$ cat src/rtl/intr_pkg.sv
// Constants shared by the interrupt capture front end and the interrupt controller.
package intr_pkg;

  localparam int unsigned INTR_MAX_SRC     = 16;
  localparam int unsigned INTR_ID_W        = 4;
  localparam int unsigned INTR_SYNC_STAGES = 2;

  localparam logic [7:0] INTR_ADDR_MODE_LO = 8'h00;
  localparam logic [7:0] INTR_ADDR_MODE_HI = 8'h01;
  localparam logic [7:0] INTR_ADDR_MASK_LO = 8'h02;
  localparam logic [7:0] INTR_ADDR_MASK_HI = 8'h03;
  localparam logic [7:0] INTR_ADDR_PEND_LO = 8'h04;
  localparam logic [7:0] INTR_ADDR_PEND_HI = 8'h05;

  typedef logic [INTR_MAX_SRC-1:0] intr_vec_t;

  function automatic logic [7:0] intr_byte(input intr_vec_t v, input logic hi);
    return hi ? v[15:8] : v[7:0];
  endfunction

endpackage

$ cat src/rtl/intr_sync.sv
// Flop-chain synchronizer for a vector of asynchronous inputs.
module intr_sync #(
  parameter int unsigned Width = 1,
  parameter int unsigned Depth = 2
) (
  input  logic             clk_i,
  input  logic             rst_ni,
  input  logic [Width-1:0] d_i,
  output logic [Width-1:0] q_o
);

  logic [Width-1:0] chain_q [Depth];

  always_ff @(posedge clk_i or negedge rst_ni) begin
    if (!rst_ni) begin
      for (int unsigned i = 0; i < Depth; i++) chain_q[i] <= '0;
    end else begin
      chain_q[0] <= d_i;
      for (int unsigned i = 1; i < Depth; i++) chain_q[i] <= chain_q[i-1];
    end
  end

  assign q_o = chain_q[Depth-1];

endmodule

$ cat src/rtl/intr_src_capture.sv
// Interrupt source capture: synchronizes raw lines, applies edge/level mode and mask,
// and holds edge events pending until serviced or cleared over the register port.
module intr_src_capture
  import intr_pkg::*;
#(
  parameter int unsigned NUM_INTR    = 16,
  parameter int unsigned SYNC_STAGES = INTR_SYNC_STAGES
) (
  input  logic                 pclk_i,
  input  logic                 prst_ni,
  input  logic [7:0]           paddr_i,
  input  logic [7:0]           pwdata_i,
  input  logic                 pwrite_i,
  input  logic                 penable_i,
  output logic [7:0]           prdata_o,
  output logic                 pready_o,
  output logic                 perror_o,
  input  logic [NUM_INTR-1:0]  periph_intr_i,
  input  logic                 intr_serviced_i,
  input  logic [INTR_ID_W-1:0] intr_serviced_id_i,
  output logic [NUM_INTR-1:0]  intr_active_o
);

  logic [NUM_INTR-1:0] sync_s, hist_q;
  logic [NUM_INTR-1:0] pend_q, pend_d, mode_q, mode_d, mask_q, mask_d;
  logic [NUM_INTR-1:0] rise, clr, mode_chg;
  intr_vec_t           rd_mode, rd_mask, rd_pend, mode_w, mask_w, pclr_w, svc_w;
  logic                acc_start, addr_ok, wr_en;
  logic                pready_q, pready_d, perror_q, perror_d;
  logic [7:0]          prdata_q, prdata_d;

  intr_sync #(
    .Width (NUM_INTR),
    .Depth (SYNC_STAGES)
  ) u_sync (
    .clk_i  (pclk_i),
    .rst_ni (prst_ni),
    .d_i    (periph_intr_i),
    .q_o    (sync_s)
  );

  assign acc_start = penable_i & ~pready_q;
  assign addr_ok   = paddr_i <= INTR_ADDR_PEND_HI;
  assign wr_en     = acc_start & pwrite_i & addr_ok;

  always_comb begin
    rd_mode = '0;
    rd_mask = '0;
    rd_pend = '0;
    rd_mode[NUM_INTR-1:0] = mode_q;
    rd_mask[NUM_INTR-1:0] = mask_q;
    rd_pend[NUM_INTR-1:0] = pend_q;
    mode_w = rd_mode;
    mask_w = rd_mask;
    pclr_w = '0;
    svc_w  = '0;
    if (wr_en) begin
      case (paddr_i)
        INTR_ADDR_MODE_LO: mode_w[7:0]  = pwdata_i;
        INTR_ADDR_MODE_HI: mode_w[15:8] = pwdata_i;
        INTR_ADDR_MASK_LO: mask_w[7:0]  = pwdata_i;
        INTR_ADDR_MASK_HI: mask_w[15:8] = pwdata_i;
        INTR_ADDR_PEND_LO: pclr_w[7:0]  = pwdata_i;
        INTR_ADDR_PEND_HI: pclr_w[15:8] = pwdata_i;
        default: ;
      endcase
    end
    // Ids at or above NUM_INTR land in the discarded upper bits.
    if (intr_serviced_i) svc_w[intr_serviced_id_i] = 1'b1;
    mode_d   = mode_w[NUM_INTR-1:0];
    mask_d   = mask_w[NUM_INTR-1:0];
    mode_chg = mode_d ^ mode_q;
    rise     = sync_s & ~hist_q;
    clr      = (pclr_w[NUM_INTR-1:0] | svc_w[NUM_INTR-1:0]) & mode_q;
    // A fresh edge outranks any clear in the same cycle.
    pend_d   = ((mode_q & (rise | (pend_q & ~clr))) | (~mode_q & sync_s)) & ~mode_chg;
  end

  always_comb begin
    pready_d = acc_start;
    perror_d = acc_start & ~addr_ok;
    prdata_d = prdata_q;
    if (acc_start && !pwrite_i) begin
      case (paddr_i)
        INTR_ADDR_MODE_LO: prdata_d = intr_byte(rd_mode, 1'b0);
        INTR_ADDR_MODE_HI: prdata_d = intr_byte(rd_mode, 1'b1);
        INTR_ADDR_MASK_LO: prdata_d = intr_byte(rd_mask, 1'b0);
        INTR_ADDR_MASK_HI: prdata_d = intr_byte(rd_mask, 1'b1);
        INTR_ADDR_PEND_LO: prdata_d = intr_byte(rd_pend, 1'b0);
        INTR_ADDR_PEND_HI: prdata_d = intr_byte(rd_pend, 1'b1);
        default:           prdata_d = '0;
      endcase
    end
  end

  always_ff @(posedge pclk_i or negedge prst_ni) begin
    if (!prst_ni) begin
      hist_q   <= '0;
      pend_q   <= '0;
      mode_q   <= '0;
      mask_q   <= '0;
      pready_q <= 1'b0;
      perror_q <= 1'b0;
      prdata_q <= '0;
    end else begin
      hist_q   <= sync_s;
      pend_q   <= pend_d;
      mode_q   <= mode_d;
      mask_q   <= mask_d;
      pready_q <= pready_d;
      perror_q <= perror_d;
      prdata_q <= prdata_d;
    end
  end

  assign pready_o      = pready_q;
  assign perror_o      = perror_q;
  assign prdata_o      = prdata_q;
  assign intr_active_o = pend_q & mask_q;

endmodule

$ cat config.mk
export PLATFORM = sky130hd
export DESIGN_NAME = intr_src_capture
export DESIGN_NICKNAME = d
export VERILOG_FILES = /design/src/rtl/intr_pkg.sv /design/src/rtl/intr_sync.sv /design/src/rtl/intr_src_capture.sv
export SDC_FILE = /design/constraint.sdc
export NUM_CORES = 1
export LEC_CHECK = 0
export ABC_AREA = 0
export BUFFER_PORTS_ARGS = -buffer_cell sky130_fd_sc_hd__buf_4
export CAP_MARGIN = 20
export CORE_ASPECT_RATIO = 1.1
export CORE_MARGIN = 2
export CORE_UTILIZATION = 50
export DETAILED_ROUTE_END_ITERATION = 16
export GPL_ROUTABILITY_DRIVEN = 0
export PLACE_DENSITY = 0.8
export SYNTH_ARGS = -nofsm -noshare
export SYNTH_HDL_FRONTEND = slang
export SYNTH_HIERARCHICAL = 1
export SYNTH_SLANG_ARGS = --single-unit
$ cat constraint.sdc
create_clock -name pclk_i -period 4.95 [get_ports pclk_i]
set_input_delay 0.99 -clock pclk_i [delete_from_list [all_inputs] [get_ports pclk_i]]
set_output_delay 0.99 -clock pclk_i [all_outputs]
set_load 0.05 [all_outputs]
## After elaboration in Yosys (flattened, before gate mapping)

Cells that the tools add are included.

| storage, ports and cells | value |
|---|---|
| register bits | 106 |
| latch bits | 0 |
| RAM bits | 0 |
| ROM bits | 0 |
| bits of input ports | 41 |
| output and inout port bits | 26 |
| word-level logic and storage cells | 55 |
| memories | 0 |

| operators by class | value |
|---|---|
| $add $sub $neg | 0 |
| multiply operators | 0 |
| div/mod/pow operators | 0 |
| magnitude comparators | 3 |
| equal/unequal tests | 5 |
| shift-type cells | 0 |
| multiplexer cells | 10 |
| bitwise logic cells | 21 |
| reductions and logical operators | 6 |

Operators by type and width:

| operator | count |
|---|---|
| 16-bit bitwise AND | 7 |
| 16-bit inverter | 4 |
| 16-bit two-way mux | 3 |
| 16-bit OR | 3 |
| 8-bit case mux with 6 select lines | 1 |
| 8-bit two-way mux | 4 |
| 8-bit by 2-bit equality test with 1-bit output, second input constant | 2 |
| 8-bit by 3-bit equality test with 1-bit output, second input constant | 2 |
| 16-bit XOR | 1 |
| 8-bit by 1-bit equality test with 1-bit output, second input constant | 1 |
| 8-bit by 3-bit less-or-equal comparator with 1-bit output, second input constant | 1 |
| 8-bit zero test | 1 |
| 4-bit by 5-bit less-than comparator with 1-bit output, second input constant | 1 |
| 1-bit bitwise AND | 4 |
| 1-bit demux with 4-bit select | 1 |
| 4-bit by 1-bit >= comparator with 1-bit output, second input constant | 1 |
| 2-bit AND reduction | 2 |
| 1-bit logical AND | 2 |
| 1-bit inverter | 2 |
| 1-bit zero test | 1 |
| 1-bit two-way mux | 1 |

## Depth between registers and ports, before layout

| logic depth | value |
|---|---|
| depth in word-level cells | 13 |
| gate-level depth with buffers | 6 |
| depth with buffers taken out | 4 |

## Hierarchy

The synthesis kept the hierarchy.

Modules (own cells, without submodules):

| module | instances | cells an instance | area each (µm²) | sequential area each (µm²) |
|---|---|---|---|---|
| intr_src_capture | 1 | 344 | 3877.5 | 1851.8 |
| intr_sync | 1 | 48 | 920.9 | 800.8 |

## Worst setup path before layout

Ideal clock, no wire load.

| timing | value |
|---|---|
| path type | input to register |
| from | in paddr_i[7] |
| to | reg mode_q[11] |
| library setup time | 0.125 ns |
| data arrival time | 2.534 ns |
| required time | 4.825 ns |
| path slack | 2.291 ns |
| stages | 5 |
| buffers on the path | 2 |
| cells stage by stage | or4b_1 -> buf_6 -> nor4_4 -> buf_6 -> mux2_4 |

| between the ends | value |
|---|---|
| word-level cells in the longest chain between the ends | 3 |
| elaborated cells on any way between the ends | 5 |
| those cells by class | order compare: 1; eq/ne: 1; mux: 2; bitwise: 1 |

Ends and longest elaborated chain:

| what | RTL line | source |
|---|---|---|
| start: declaration | intr_src_capture.sv:11 | `input logic [7:0] paddr_i,` |
| 8-bit by 3-bit less-or-equal comparator with 1-bit output or 8-bit by 1-bit equality test with 1-bit output (tied branches) | intr_src_capture.sv:43, intr_src_capture.sv:58 |  |
| 1-bit bitwise AND or 8-bit two-way mux (tied branches) | intr_src_capture.sv:44, intr_src_capture.sv:58 |  |
| 16-bit two-way mux (*) | intr_src_capture.sv:57 | `if (wr_en) begin` |
| via mode_d[11] | intr_src_capture.sv:25 | `logic [NUM_INTR-1:0] pend_q, pend_d, mode_q, mode_d, mask_q, mask_d;` |
| end signal: assignment | intr_src_capture.sv:108 | `mode_q <= mode_d;` |
| end: declaration | intr_src_capture.sv:25 |  |

The timed path passes the listed nets; every way through them passes the cells marked *.
A chain may end at the register's enable or synchronous reset.

## Final worst setup path

| timing | value |
|---|---|
| from | in paddr_i[7] |
| to | reg mode_q[2] |

| between the ends | value |
|---|---|
| word-level cells in the longest chain between the ends | 3 |
| elaborated cells on any way between the ends | 5 |
| those cells by class | order compare: 1; mux: 2; bitwise: 1; reduce/logical: 1 |

Ends and longest elaborated chain:

| what | RTL line |
|---|---|
| 8-bit by 3-bit less-or-equal comparator with 1-bit output or 8-bit zero test (tied branches) | intr_src_capture.sv:43, intr_src_capture.sv:58 |
| 1-bit bitwise AND or 8-bit two-way mux (tied branches) | intr_src_capture.sv:44, intr_src_capture.sv:58 |
| 16-bit two-way mux (*) | intr_src_capture.sv:57 |
| via mode_d[2] | intr_src_capture.sv:25 |

Marked as above.

==> impl_metrics.py <==
metrics = {
    "clock_network": {
        "post_cts_resized": 0,
        "clk_pin_slew_ns": 0.10,
        "cts.root.buffer_cell": "clkbuf_8",
        "clock_sinks": 106,
        "cts_tree": "built",
        "h-tree-depth": 3,
        "cts_hold_buf": 0,
        "post_cts_buffers": 0,
        "clock_latency_ns": 0.36,
        "cts_made_buffers": 9,
        "clockBufferDepth": 2,
    },
    "placed_design": {
        "portBuffers": 66,
        "dpl.hpwl_mm": 6.97,
    },
    "flow_run": {
        "cap_violations": 0,
    },
    "setup_path": {
        "r2r_slack_ns": 2.30,
        "crit_slowest_cell": "nor4_4",
        "start_kind": "input port",
        "crit_chain": "buf_4 > or4b_1 > nor4_4 > mux2_2",
        "timing.rr.start": "pready_o",
        "worstSetupEndpointType": "flip-flop",
        "criticalPathCategory": "input port to flip-flop",
        "worstPathRequired_ns": 5.20,
        "r2r_end": "mode_q[2]",
        "worstSetupEndpoint": "mode_q[2]",
        "cpPeakStageDelay_ns": 0.90,
        "worst-path-stages": 4,
        "critPathLaunch": "paddr_i[7]",
        "cpLargestDelayFamily": "simple AND/OR/NAND/NOR gates",
        "reg2reg_depth": 3,
        "crit_fanout": 13,
        "path_buf_inv": 1,
        "arrival_ns": 3.28,
    },
    "route": {
        "drcViolationCount": 0,
        "drtIter0Drc": 181,
        "dr.pass1.iters": 4,
        "avgViaCountPerCell": 5.77,
        "post_drt_wl_per_cell_um": 18.6,
        "via_count": 3216,
        "antenna_left": 0,
        "drt_wl_total_mm": 10.3,
    },
    "synth": {
        "synthFlopType": "dfrtp_1",
        "ys_async_sr_fraction_pct": 100,
        "synth-warning-count": 6,
        "synth_cell_type_count": 47,
        "syn_inst": 392,
        "ys_seq_elements": 106,
        "synthesis.area_mm2": 0.00480,
        "mappedNetlistNets": 433,
        "syn_avg_cell_area_um2": 12.2,
        "seq_area_frac_synth_pct": 55.3,
        "synth-edff-count": 0,
    },
    "global_route": {
        "grt_pass1_wl_mm": 16.8,
        "antenna_found_initial": 0,
        "grt_max_degree": 83,
        "grt_pass1_vias": 3288,
        "gr-total-overflow": 0,
        "grt.total_usage_pct": 20.8,
    },
    "die": {
        "die_w_um": 97.4,
        "dieArea_mm2": 0.0104,
        "rows": 37,
        "start_util_pct": 51.3,
        "dieHeight_um": 107,
        "num_io_pins": 67,
        "core_mm2": 0.00935,
    },
    "finish": {
        "fillers": 761,
        "finalNetCount": 477,
        "final_layout_size_suffix_gt1_share_pct": 28.9,
        "layout_commonest_cell": "dfrtp_1",
        "num_antenna_cells": 0,
        "syn2layout_area_growth_pct": 13.9,
        "final_cell_mix": "106 x dfrtp_1, 67 x buf_4, 22 x mux2_2, 20 x nand2_1, 20 x a21oi_1",
    },
    "power": {
        "peakVddDrop_mv": 0.217,
        "leakage_nw": 2.50,
        "powerDensity_mw_per_mm2": 305,
        "finalPower_w": 0.00167,
    },
    "sta": {
        "finalClockSkew_ns": 0.0119,
        "slew_violations": 0,
        "fin_setup_tns_ns": 0,
        "setup_viol": 0,
        "relSlewSlack_pct": 35.4,
        "max_freq_mhz": 330,
        "hold_viol": 0,
        "fin_crit_sh_pct": 61.2,
        "layout_min_cycle_time_ns": 3.03,
        "worstMarginPinSlew_ns": 0.962,
        "rsz0062_at_grt": "false",
    },
    "run_status": {
        "status": "finished, final reports clean",
    },
    "min_path": {
        "min-delay-start": "u_sync/chain_q[19]",
        "min_path_type": "flip-flop to flip-flop",
    },
}
-- worst reg2reg max path, stage by stage, from the launching register on --
cell	delay [ns]
dfrtp_1	0.42
or4b_1	0.79
nor4_4	0.90
mux2_2	0.43
-- cells in the mapped netlist (all sizes together) (4+ instances only) --
cell	n	area share, %
nand2	20	1.6
or2	4	0.52
a21boi	11	1.7
o21ai	15	1.6
mux2i	8	1.7
o311ai	4	0.73
buf	31	4.5
dfrtp	106	55
a2bb2oi	10	1.8
inv	8	0.63
nand4	7	1.0
a21oi	20	2.1
nor2b	7	0.91
clkbuf	6	0.47
xor2	10	1.8
mux4	8	3.8
mux2	26	6.4
nor4	10	2.6
nand3b	6	0.94
and2	16	2.1
nand2b	8	1.0
o211ai	5	0.78
nor2	18	1.5
-- power by group --
group | total (W) | switching, W | internal (W)
Combinational | 0.000165 | 0.0000943 | 0.0000703
Clock | 0.000579 | 0.000281 | 0.000297
Sequential | 0.000924 | 0.0000222 | 0.000902
Total | 0.00167 | 0.000398 | 0.00127
-- state kept, by name (all words and copies together), names as in the netlist --
| name | cells |
|---|---|
| pend_q | 16 |
| prdata_o | 8 |
| perror_o | 1 |
| mask_q | 16 |
| u_sync/chain_q | 16 |
| hist_q | 16 |
| mode_q | 16 |
| u_sync/q_o | 16 |
| pready_o | 1 |
-- area by class of cell --
cell class                 instances  area, µm²  area share, %
clock inverter                     4       76.3           1.40
sequential                       106       2650           48.5
timing repair buffer              70        541           9.89
clock buffer                      11        141           2.59
multi-input combinational        240       1880           34.3
inverter                           9       33.8          0.618
tap                              117        146           2.68
-- worst min path at each step --
stage,endpoint,slack [ns],cells after the start
after floorplan,u_sync/q_o[0],0.33,0
after global placement,u_sync/q_o[2],0.33,0
after detailed placement,u_sync/q_o[0],0.33,0
after CTS,u_sync/q_o[0],0.36,0
after global routing,u_sync/q_o[0],0.36,0
final,u_sync/q_o[3],0.34,0
-- logic make-up after synthesis --
| family | count (synthesis) | share of synthesized area [%] |
|---|---|---|
| compound gates | 83 | 11.7 |
| xor+xnor | 10 | 1.83 |
| buf+inv | 46 | 5.63 |
| flops | 106 | 55.3 |
| mux | 42 | 11.8 |
| simple gates | 105 | 13.7 |
-- routing by layer --
layer	wire length (µm)	share of wire [%]	up-vias	track usage, %
li1	-	-	1469	-
met1	4590	44	1633	28.7
met2	5120	49	97	33.3
met3	462	4.5	17	4.43
met4	177	1.7	0	7.04
met5	0	0	-	0
-- per-stage QoR --
stage,utilization (%),instance area [µm²],worst slack [ns],hold slack [ns],std cells
floorplan,-,4800,2.29,0.331,392
global placement,55.7,5210,1.67,0.333,539
detailed placement,55.7,5210,1.56,0.335,539
CTS,58.1,5430,1.94,0.356,554
global route,58.5,5470,1.86,0.364,557
finish,58.5,5470,1.92,0.344,557
Power figures use the tool's default switching activity.
